==> config.mk <==
export PLATFORM = sky130hd
export DESIGN_NAME = sram_fifo_ctrl
export DESIGN_NICKNAME = d
export VERILOG_FILES = /design/src/rtl/sram_fifo_pkg.sv /design/src/rtl/sram_fifo_ptr.sv /design/src/rtl/sram_fifo_ctrl.sv
export SDC_FILE = /design/constraint.sdc
export NUM_CORES = 1
export LEC_CHECK = 0
export BUFFER_PORTS_ARGS = -buffer_cell sky130_fd_sc_hd__buf_4
export CAP_MARGIN = 30
export CORE_MARGIN = 1.5
export CORE_UTILIZATION = 46
export CTS_BUF_LIST = sky130_fd_sc_hd__clkbuf_8 sky130_fd_sc_hd__clkbuf_16
export CTS_CLUSTER_DIAMETER = 60
export DETAILED_ROUTE_END_ITERATION = 7
export PLACE_DENSITY = 0.83
export SETUP_SLACK_MARGIN = 0.2
export SLEW_MARGIN = 20
export SYNTH_ARGS = -nofsm -noshare
export SYNTH_HDL_FRONTEND = slang
export SYNTH_HIERARCHICAL = 1
export SYNTH_SLANG_ARGS = --single-unit
==> constraint.sdc <==
create_clock -name driver_clk -period 7.4 [get_ports driver_clk]
set_input_delay 0.74 -clock driver_clk [delete_from_list [all_inputs] [get_ports driver_clk]]
set_output_delay 0.74 -clock driver_clk [all_outputs]
set_load 0.05 [all_outputs]
==> src/rtl/sram_fifo_pkg.sv <==
`default_nettype none
// ============================================================================
// Module      : sram_fifo_pkg
// Description : Shared defaults and types for the SRAM-backed FIFO controller.
//               It holds the width, depth and address-width defaults, the
//               SRAM pointer type and the occupancy-count type.
// Revision    : 1.0 - initial release
// ============================================================================
package sram_fifo_pkg;

    localparam int DEF_WIDTH  = 32;
    localparam int DEF_DEPTH  = 8;
    localparam int DEF_ADDR_W = 3;

    // SRAM word pointer. It wraps modulo DEPTH.
    typedef logic [DEF_ADDR_W-1:0] ptr_t;

    // The count type has one extra bit so that it can hold DEPTH+1
    // (the SRAM is full and the output register is also occupied).
    typedef logic [DEF_ADDR_W:0]   cnt_t;

    localparam logic [15:0] STALL_CNT_MAX = 16'hFFFF;

endpackage : sram_fifo_pkg
`default_nettype wire

==> src/rtl/sram_fifo_ptr.sv <==
`default_nettype none
// ============================================================================
// Module      : sram_fifo_ptr
// Description : Write/read pointers and SRAM occupancy (sc) for the SRAM FIFO.
//               push_i advances wr_ptr and increments sc. pop_i (a read issued)
//               advances rd_ptr and decrements sc.
// Ports       : driver_clk  - clock
//               resetn      - asynchronous reset, active-high
//               push_i      - a word is written to the SRAM this cycle
//               pop_i       - a word is read from the SRAM this cycle
//               wr_ptr_o    - next SRAM write address
//               rd_ptr_o    - next SRAM read address
//               sc_o        - words in the SRAM that have not been read yet
//               full_o      - sc == DEPTH
// Revision    : 1.0 - initial release
// ============================================================================
module sram_fifo_ptr
    import sram_fifo_pkg::*;
#(
    parameter int DEPTH  = DEF_DEPTH,
    parameter int ADDR_W = DEF_ADDR_W
) (
    input  logic              driver_clk,
    input  logic              resetn,
    input  logic              push_i,
    input  logic              pop_i,
    output logic [ADDR_W-1:0] wr_ptr_o,
    output logic [ADDR_W-1:0] rd_ptr_o,
    output logic [ADDR_W:0]   sc_o,
    output logic              full_o
);

    localparam logic [ADDR_W:0]   c_DEPTH   = (ADDR_W+1)'(DEPTH);
    localparam logic [ADDR_W:0]   c_SC_ONE  = {{ADDR_W{1'b0}}, 1'b1};
    localparam logic [ADDR_W-1:0] c_PTR_ONE = {{(ADDR_W-1){1'b0}}, 1'b1};

    logic [ADDR_W-1:0] wr_ptr_q, wr_ptr_d;
    logic [ADDR_W-1:0] rd_ptr_q, rd_ptr_d;
    logic [ADDR_W:0]   sc_q,     sc_d;

    always_comb begin
        wr_ptr_d = wr_ptr_q;
        rd_ptr_d = rd_ptr_q;
        sc_d     = sc_q;
        if (push_i) begin
            wr_ptr_d = wr_ptr_q + c_PTR_ONE;
        end
        if (pop_i) begin
            rd_ptr_d = rd_ptr_q + c_PTR_ONE;
        end
        // The single-port arbiter never asserts both strobes at once. The
        // both-strobes case is still handled as "no net change" for safety.
        if (push_i && !pop_i) begin
            sc_d = sc_q + c_SC_ONE;
        end else if (pop_i && !push_i) begin
            sc_d = sc_q - c_SC_ONE;
        end
    end

    always_ff @(posedge driver_clk or posedge resetn) begin
        if (resetn) begin
            wr_ptr_q <= '0;
            rd_ptr_q <= '0;
            sc_q     <= '0;
        end else begin
            wr_ptr_q <= wr_ptr_d;
            rd_ptr_q <= rd_ptr_d;
            sc_q     <= sc_d;
        end
    end

    assign wr_ptr_o = wr_ptr_q;
    assign rd_ptr_o = rd_ptr_q;
    assign sc_o     = sc_q;
    assign full_o   = (sc_q == c_DEPTH);

endmodule : sram_fifo_ptr
`default_nettype wire

==> src/rtl/sram_fifo_ctrl.sv <==
`default_nettype none
// ============================================================================
// Module      : sram_fifo_ctrl
// Description : Single-clock valid/ready FIFO built on an external
//               single-port SRAM with a registered read. The SRAM instance
//               sits beside this block. The SRAM read data is captured into a
//               one-entry output register that the consumer pops.
// Ports       : driver_clk  - clock, rising edge
//               resetn      - asynchronous reset, active-high
//               in_valid_i / in_ready_o / in_data_i   - push side
//               out_valid_o / out_ready_i / out_data_o - pop side
//               mem_add_o / mem_we_o / mem_wd_o / mem_rd_i - SRAM pins
//               count_o     - sc + read-pending + output-valid (0..DEPTH+1)
//               full_o      - SRAM holds DEPTH unread words
//               empty_o     - count_o == 0
//               stall_cnt_o - saturating count of stalled push cycles
//                             (present only with SRAM_FIFO_STALL_CNT_EN)
// Config      : `define SRAM_FIFO_STALL_CNT_EN to add stall_cnt_o
// Revision    : 1.0 - initial release
// ============================================================================
module sram_fifo_ctrl
    import sram_fifo_pkg::*;
#(
    parameter int WIDTH  = DEF_WIDTH,
    parameter int DEPTH  = DEF_DEPTH,
    parameter int ADDR_W = DEF_ADDR_W
) (
    input  logic              driver_clk,
    input  logic              resetn,
    input  logic              in_valid_i,
    output logic              in_ready_o,
    input  logic [WIDTH-1:0]  in_data_i,
    output logic              out_valid_o,
    input  logic              out_ready_i,
    output logic [WIDTH-1:0]  out_data_o,
    output logic [ADDR_W-1:0] mem_add_o,
    output logic              mem_we_o,
    output logic [WIDTH-1:0]  mem_wd_o,
    input  logic [WIDTH-1:0]  mem_rd_i,
    output logic [ADDR_W:0]   count_o,
    output logic              full_o,
`ifdef SRAM_FIFO_STALL_CNT_EN
    output logic [15:0]       stall_cnt_o,
`endif
    output logic              empty_o
);

    logic [ADDR_W-1:0] w_wr_ptr;
    logic [ADDR_W-1:0] w_rd_ptr;
    logic [ADDR_W:0]   w_sc;
    logic              w_full;
    logic              w_rd_go;
    logic              w_push;

    logic              rd_pend_q,   rd_pend_d;
    logic              out_valid_q, out_valid_d;
    logic [WIDTH-1:0]  out_data_q,  out_data_d;

    sram_fifo_ptr #(
        .DEPTH  (DEPTH),
        .ADDR_W (ADDR_W)
    ) u_ptr (
        .driver_clk (driver_clk),
        .resetn     (resetn),
        .push_i     (w_push),
        .pop_i      (w_rd_go),
        .wr_ptr_o   (w_wr_ptr),
        .rd_ptr_o   (w_rd_ptr),
        .sc_o       (w_sc),
        .full_o     (w_full)
    );

    // Arbitration looks only at registered state, so in_ready_o never
    // depends combinationally on in_valid_i or out_ready_i. A read is issued
    // only when the output register and the read pipeline are both free.
    // A read gets the SRAM port ahead of a write.
    assign w_rd_go    = (w_sc != '0) && !rd_pend_q && !out_valid_q;
    assign in_ready_o = !resetn && !w_full && !w_rd_go;
    assign w_push     = in_valid_i && in_ready_o;

    assign mem_we_o   = w_push;
    assign mem_add_o  = w_rd_go ? w_rd_ptr : w_wr_ptr;
    assign mem_wd_o   = in_data_i;

    // Output register. A word lands one cycle after its read was issued.
    // It cannot collide with a pop, because a read is never issued while
    // out_valid is set.
    always_comb begin
        rd_pend_d   = w_rd_go;
        out_valid_d = out_valid_q;
        out_data_d  = out_data_q;
        if (rd_pend_q) begin
            out_valid_d = 1'b1;
            out_data_d  = mem_rd_i;
        end else if (out_valid_q && out_ready_i) begin
            out_valid_d = 1'b0;
        end
    end

    always_ff @(posedge driver_clk or posedge resetn) begin
        if (resetn) begin
            rd_pend_q   <= 1'b0;
            out_valid_q <= 1'b0;
            out_data_q  <= '0;
        end else begin
            rd_pend_q   <= rd_pend_d;
            out_valid_q <= out_valid_d;
            out_data_q  <= out_data_d;
        end
    end

    assign out_valid_o = out_valid_q;
    assign out_data_o  = out_data_q;
    assign count_o     = w_sc + {{ADDR_W{1'b0}}, rd_pend_q}
                              + {{ADDR_W{1'b0}}, out_valid_q};
    assign full_o      = w_full;
    assign empty_o     = (count_o == '0);

`ifdef SRAM_FIFO_STALL_CNT_EN
    logic [15:0] stall_cnt_q, stall_cnt_d;

    always_comb begin
        stall_cnt_d = stall_cnt_q;
        if (in_valid_i && !in_ready_o && (stall_cnt_q != STALL_CNT_MAX)) begin
            stall_cnt_d = stall_cnt_q + 16'd1;
        end
    end

    always_ff @(posedge driver_clk or posedge resetn) begin
        if (resetn) begin
            stall_cnt_q <= '0;
        end else begin
            stall_cnt_q <= stall_cnt_d;
        end
    end

    assign stall_cnt_o = stall_cnt_q;
`endif

endmodule : sram_fifo_ctrl
`default_nettype wire
==> run metrics, run 1 <==
master of the slowest instance on the critical path dfrtp_1; share of the clock period used by the worst path 0.475; Starting Density 0.476; classification of the worst setup path flip-flop to output pin; GRT Util Overall 0.149; antenna violations before repair 0; diode insertion count for antenna repair 0; relative area change from synthesis to final layout 22.5%; standard cell area after detailed placement 2640 um^2; footprint of the flip-flops and latches 1100 um^2; sequential element share of the synthesized area 0.493; number of buffers created by CTS 5; total congestion overflow after global routing 0; Netlist cell types 28; maximum number of pins on one net before global-route repair 35; Max stage delay on crit path a little under 0.8 ns; list of cells traversed by the critical path buf_4, inv_1, fa_1, nand3b_1, xnor2_1, nor4_1, buf_4; M1 GR Usage 0.174; routed wirelength normalized by instance count 14.3 um; vias in the first global route approximately 1300; number of setup violations in the final report 0; synth warn 6; critical path startpoint category flip-flop; RePlAce Congestion ~0.80; largest buffer count on any clock path 2; crit-path max FO 18; Port Buffers 79; worst reg-to-reg path cell count 9; clock transition time at the flip-flop clock pins of the worst setup and hold paths roughly 0.080 ns; number of levels the H-tree was split into 2; met3 Usage GRT 0.0539; filler-free cell count of the finished design approximately 270; critical path capture point type output pin; I/O pin count between 100 and 150; Final Instance Area 2740 um^2; crit path DAT ~2.8 ns; routed vias about 1400; synthesized net count between 200 and 250; Mapped Area 2230 um^2; Core Rows 25; run status completed; PostCTS Resize Cnt 0; reg2reg setup slack ~4.0 ns; Slew Limit Headroom 0.542; combined area of the multi-input logic cells 826 um^2; Worst R2R End u_ptr/sc_o[3]$_DFFE_PP0P_; Chip Height 72.7 um; root cell of the clock tree clkbuf_8; worst hold path type input port to asynchronous set/reset pin; number of synthesized register bits 44; gate count after technology mapping ~170; gr busiest metal met2; r2r startpoint rd_pend_q$_DFF_PP0_; Die Width 72.7 um; ratio of cells with drive above 1 in the final layout 0.598; number of sinks on the clock net 44; Mean Syn Cell Area 13.2 um^2; Net count, final 296; CTS tree done; placed wire-length estimate after detailed placement 2990 um; Clock Latency Late Sink 0.28 ns; post-detailed-route count of antenna-violating nets 0; endpoint required time on the critical path 6.66 ns; full die area 5280 um^2; routing usage on met2 0.247; placeable core region around 4700 um^2; worst slew pin tran 0.678 ns; average vias per placed instance 5.01; maximum frequency from static timing analysis ~280 MHz; detailed-routing iteration count for the pre-antenna-repair pass 3; residual DRC count 0; final critical delay including setup and external delays 3.52 ns; first-pass GRT wire length between 6000 and 7000 um; aggregate routed wire length a little under 4000 um; DRC marker count from the first detailed-route iteration 35; max_cap viols 0; Core Util, Final 0.583; setup clock skew after layout 0.00406 ns; setup total negative slack 0 ns; total of fill cells in the finished design between 300 and 400; final number of hold-violating endpoints 0; number of buffers inserted by post-CTS setup repair 0; most frequent CP cell buf_4; final max-slew violation count 0; placed cells 267; unrepaired setup endpoints after global routing no; count of hold buffers inserted by post-cts repair 0
Yosys cell counts, drive strengths merged:
library cell  count  area [um^2]
xnor2             5         43.8
buf              36          267
nor3              3         26.3
nand3             2         10.0
nand3b            2         15.0
a21oi             2         10.0
nand2             4         15.0
nor4b             2         23.8
mux2             38          439
or3               1         6.26
or4               1         11.3
ha                6         75.1
inv               9         33.8
mux2i             1         10.0
o211ai            2         25.0
nor4              2         27.5
dfrtp            44         1100
xor2              3         26.3
a2111o            1         11.3
clkbuf            1         5.00
o21ai             2         10.0
fa                2         40.0
worst max-delay path by stage:
stage / start / end / slack (ns) / cells past startpoint
after CTS: rd_pend_q$_DFF_PP0_ / empty_o / 3.85 / 7
final: rd_pend_q$_DFF_PP0_ / empty_o / 3.88 / 7
after detailed placement: rd_pend_q$_DFF_PP0_ / u_ptr/sc_o[3]$_DFFE_PP0P_ / 3.99 / 9
after global routing: rd_pend_q$_DFF_PP0_ / empty_o / 3.68 / 7
after global placement: rd_pend_q$_DFF_PP0_ / u_ptr/sc_o[3]$_DFFE_PP0P_ / 4.07 / 9
after floorplan: u_ptr/sc_o[0]$_DFFE_PP0P_ / u_ptr/sc_o[3]$_DFFE_PP0P_ / 2.73 / 8
logic make-up after synthesis:
group           synth area share
buf+inv                    0.137
flops                      0.493
mux                        0.201
simple gates              0.0605
xor+xnor                  0.0314
compound gates            0.0252
fa+ha+maj                 0.0516
placed cells by master, fill, tap and decap left out:
master	netlist	layout
mux2i_1	1	1
fa_1	2	2
nor3_1	2	2
nor3_4	1	1
nand2_1	4	4
nor4_4	1	1
bufinv_16	0	1
nor4b_2	1	1
or4_4	1	1
nor4b_1	1	1
a2111o_1	1	1
nand3b_1	2	2
inv_1	9	9
ha_1	6	6
or3_1	1	1
xor2_1	3	3
a21oi_1	2	2
mux2_2	35	35
dfrtp_1	44	44
nand3_1	2	2
nor4_1	1	1
mux2_4	3	3
clkbuf_8	0	5
buf_4	32	81
o21ai_0	2	2
o211ai_2	2	2
xnor2_1	5	5
per-layer routing:
metal	up-vias	routed length, um
met4	0	53
met5	-	0
li1	640	-
met1	667	1590
met2	55	1980
met3	7	290
layout make-up:
class / count / share of cell area
well taps: 54 / 0.0247
multi-input cells: 79 / 0.302
clock inverters: 1 / 0.0110
repair buffers: 81 / 0.222
inverters: 9 / 0.0124
flip-flops and latches: 44 / 0.403
clock buffers: 5 / 0.0252
stage by stage:
stage | worst slack [ns] | hold WS, ns
4_1_cts | 3.85 | 0.460
5_1_grt | 3.68 | 0.476
3_3_place_gp | 4.07 | 0.462
3_5_place_dp | 3.99 | 0.475
6_report | 3.88 | 0.456
2_1_floorplan | 2.73 | 0.445
state kept, by name, summed over array words and instances, names as in the netlist:
signal	cells
u_ptr/rd_ptr_o	3
u_ptr/sc_o	4
u_ptr/wr_ptr_o	3
out_valid_o	1
out_data_o	32
rd_pend_q	1
worst max-delay path, delay by kind of cell, from the launching register on:
family                     cells  cell delay [ns]
adders and majority gates      1             0.38
buffers and inverters          3             0.74
and+or+nand+nor                2             0.44
xor gates and xnor gates       1             0.16
DFF                            1             0.77
Power of run 1 is left out: the tool's default activity adds up to more than one toggle a clock period on the data nets, which glitch-free logic cannot reach.
==> run 2: changes to the inputs <==
- CORE_UTILIZATION: 46 -> 42
- PLACE_DENSITY: 0.83 -> 0.77
- clock period: 7.4 -> 3.5 ns (I/O delays scaled with it)
==> run 2 against run 1 <==
Routed wire length up 6.6%. Clock-buffer cell count did not move. Core utilization shrank 3.8 points. Highest routed layer unchanged.
==> run metrics, run 2 (synthesized netlist as in run 1, its figures left out) <==
setup total negative slack 0 ns; critical path startpoint category flip-flop; Clock Latency Late Sink ~0.28 ns; total congestion overflow after global routing 0; unrepaired setup endpoints after global routing no; final max-slew violation count 0; first-pass GRT wire length around 7300 um; most common cell after layout, fill and taps aside buf_4; vias in the first global route roughly 1500; Starting Density 0.437; CTS tree done; maximum number of pins on one net before global-route repair 34; clock transition time at the flip-flop clock pins of the worst setup and hold paths 0.08 ns; met3 Usage GRT 0.0627; number of buffers inserted by post-CTS setup repair 0; flip-flop count of the largest register after layout 32; routing usage on met2 0.263; Worst R2R End u_ptr/sc_o[3]$_DFFE_PP0P_; total of fill cells in the finished design about 440; residual DRC count 0; crit path DAT roughly 3.1 ns; worst hold path type input port to asynchronous set/reset pin; final critical delay including setup and external delays 2.92 ns; antenna violations before repair 0; M1 GR Usage 0.189; number of setup violations in the final report 0; routed vias 1399; list of cells traversed by the critical path nor4_4, nor3_4, nor4b_4, ha_1, inv_1, ha_1, or4_4, o211ai_2, o211ai_2; count of hold buffers inserted by post-cts repair 0; Port Buffers 79; Core Rows 26; crit-path max FO 7; endpoint required time on the critical path 3.67 ns; detailed-routing iteration count for the pre-antenna-repair pass 4; gr busiest metal met2; DRC marker count from the first detailed-route iteration 66; post-detailed-route count of antenna-violating nets 0; placed wire-length estimate after detailed placement 3190 um; master of the slowest instance on the critical path or4_4; GRT Util Overall 0.158; share of the clock period used by the worst path 0.835; number of levels the H-tree was split into 2; final number of hold-violating endpoints 0; average vias per placed instance 4.82; placeable core region 5110 um^2; aggregate routed wire length 4170 um; classification of the worst setup path flip-flop to flip-flop; maximum frequency from static timing analysis 342 MHz; I/O pin count 144; routed wirelength normalized by instance count 14.4 um; run status completed; Chip Height ~76 um; reg2reg setup slack between 0.5 and 0.6 ns; root cell of the clock tree clkbuf_8; ratio of cells with drive above 1 in the final layout 0.609; RePlAce Congestion 0.813; full die area 5760 um^2; r2r startpoint u_ptr/sc_o[1]$_DFFE_PP0P_; PnR worst setup slack 0.576 ns; worst slew pin tran around 0.51 ns; Max stage delay on crit path 0.51 ns; largest buffer count on any clock path 2; Net count, final around 300; commonest non-fill, non-tap cells in the layout 82 x buf_4, 44 x dfrtp_1, 35 x mux2_2; worst setup slack after placement between 0.5 and 0.6 ns; PostCTS Resize Cnt 0; Slew Limit Headroom 0.658; critical path capture point type flip-flop; relative area change from synthesis to final layout 24.7%; number of buffers created by CTS 5; diode insertion count for antenna repair 0; worst reg-to-reg path cell count 9; setup clock skew after layout 0.00308 ns; max_cap viols 0; number of sinks on the clock net 44; Die Width 75.9 um
[run 2: changes by cell type in the layout (fill, tap and decap cells not counted), sizes merged]
cell | previous run | this run
buf | 81 | 82
[run 2: final cells by class]
type	count	area (um^2)	area share
flip-flops and latches	44	1100	0.396
multi-input cells	79	847	0.304
repair buffers	82	616	0.221
well taps	70	87.6	0.0315
clock buffers	5	68.8	0.0247
inverters	9	33.8	0.0121
clock inverters	1	30.0	0.0108
[run 2: critical path, delay by kind of cell (launching register included)]
kind	cells	cell delay, ns
buffers and inverters	1	0.13
adder cells (fa/ha/maj)	2	0.70
AND/OR/NAND/NOR	4	1.31
flip-flops	1	0.50
AO/OA/AOI/OAI	2	0.18
[run 2: worst max path at each step]
stage	start	to	slack [ns]	cells past startpoint
4_1_cts	u_ptr/sc_o[1]$_DFFE_PP0P_	u_ptr/sc_o[3]$_DFFE_PP0P_	0.56	9
3_5_place_dp	u_ptr/sc_o[1]$_DFFE_PP0P_	u_ptr/sc_o[3]$_DFFE_PP0P_	0.57	9
2_1_floorplan	u_ptr/sc_o[0]$_DFFE_PP0P_	u_ptr/sc_o[3]$_DFFE_PP0P_	-0.02	8
3_3_place_gp	u_ptr/sc_o[1]$_DFFE_PP0P_	u_ptr/sc_o[3]$_DFFE_PP0P_	0.70	9
6_report	u_ptr/sc_o[1]$_DFFE_PP0P_	u_ptr/sc_o[3]$_DFFE_PP0P_	0.58	9
5_1_grt	u_ptr/sc_o[1]$_DFFE_PP0P_	u_ptr/sc_o[3]$_DFFE_PP0P_	0.34	9
[run 2: metrics by stage]
step	utilization	hold WS (ns)	area, um^2	std cells
5_1_grt	0.545	0.118	2780	290
3_3_place_gp	0.526	0.408	2690	284
3_5_place_dp	0.526	0.415	2690	284
6_report	0.545	0.0980	2780	290
2_1_floorplan	-	0.190	2250	169
4_1_cts	0.545	0.0940	2780	290
[run 2: layer usage]
metal | part of all wire | vias up
met4 | 0.0067 | 0
met2 | 0.49 | 57
met1 | 0.41 | 688
met3 | 0.085 | 8
met5 | 0 | -
li1 | - | 646
Power of run 2 is left out for the same reason.
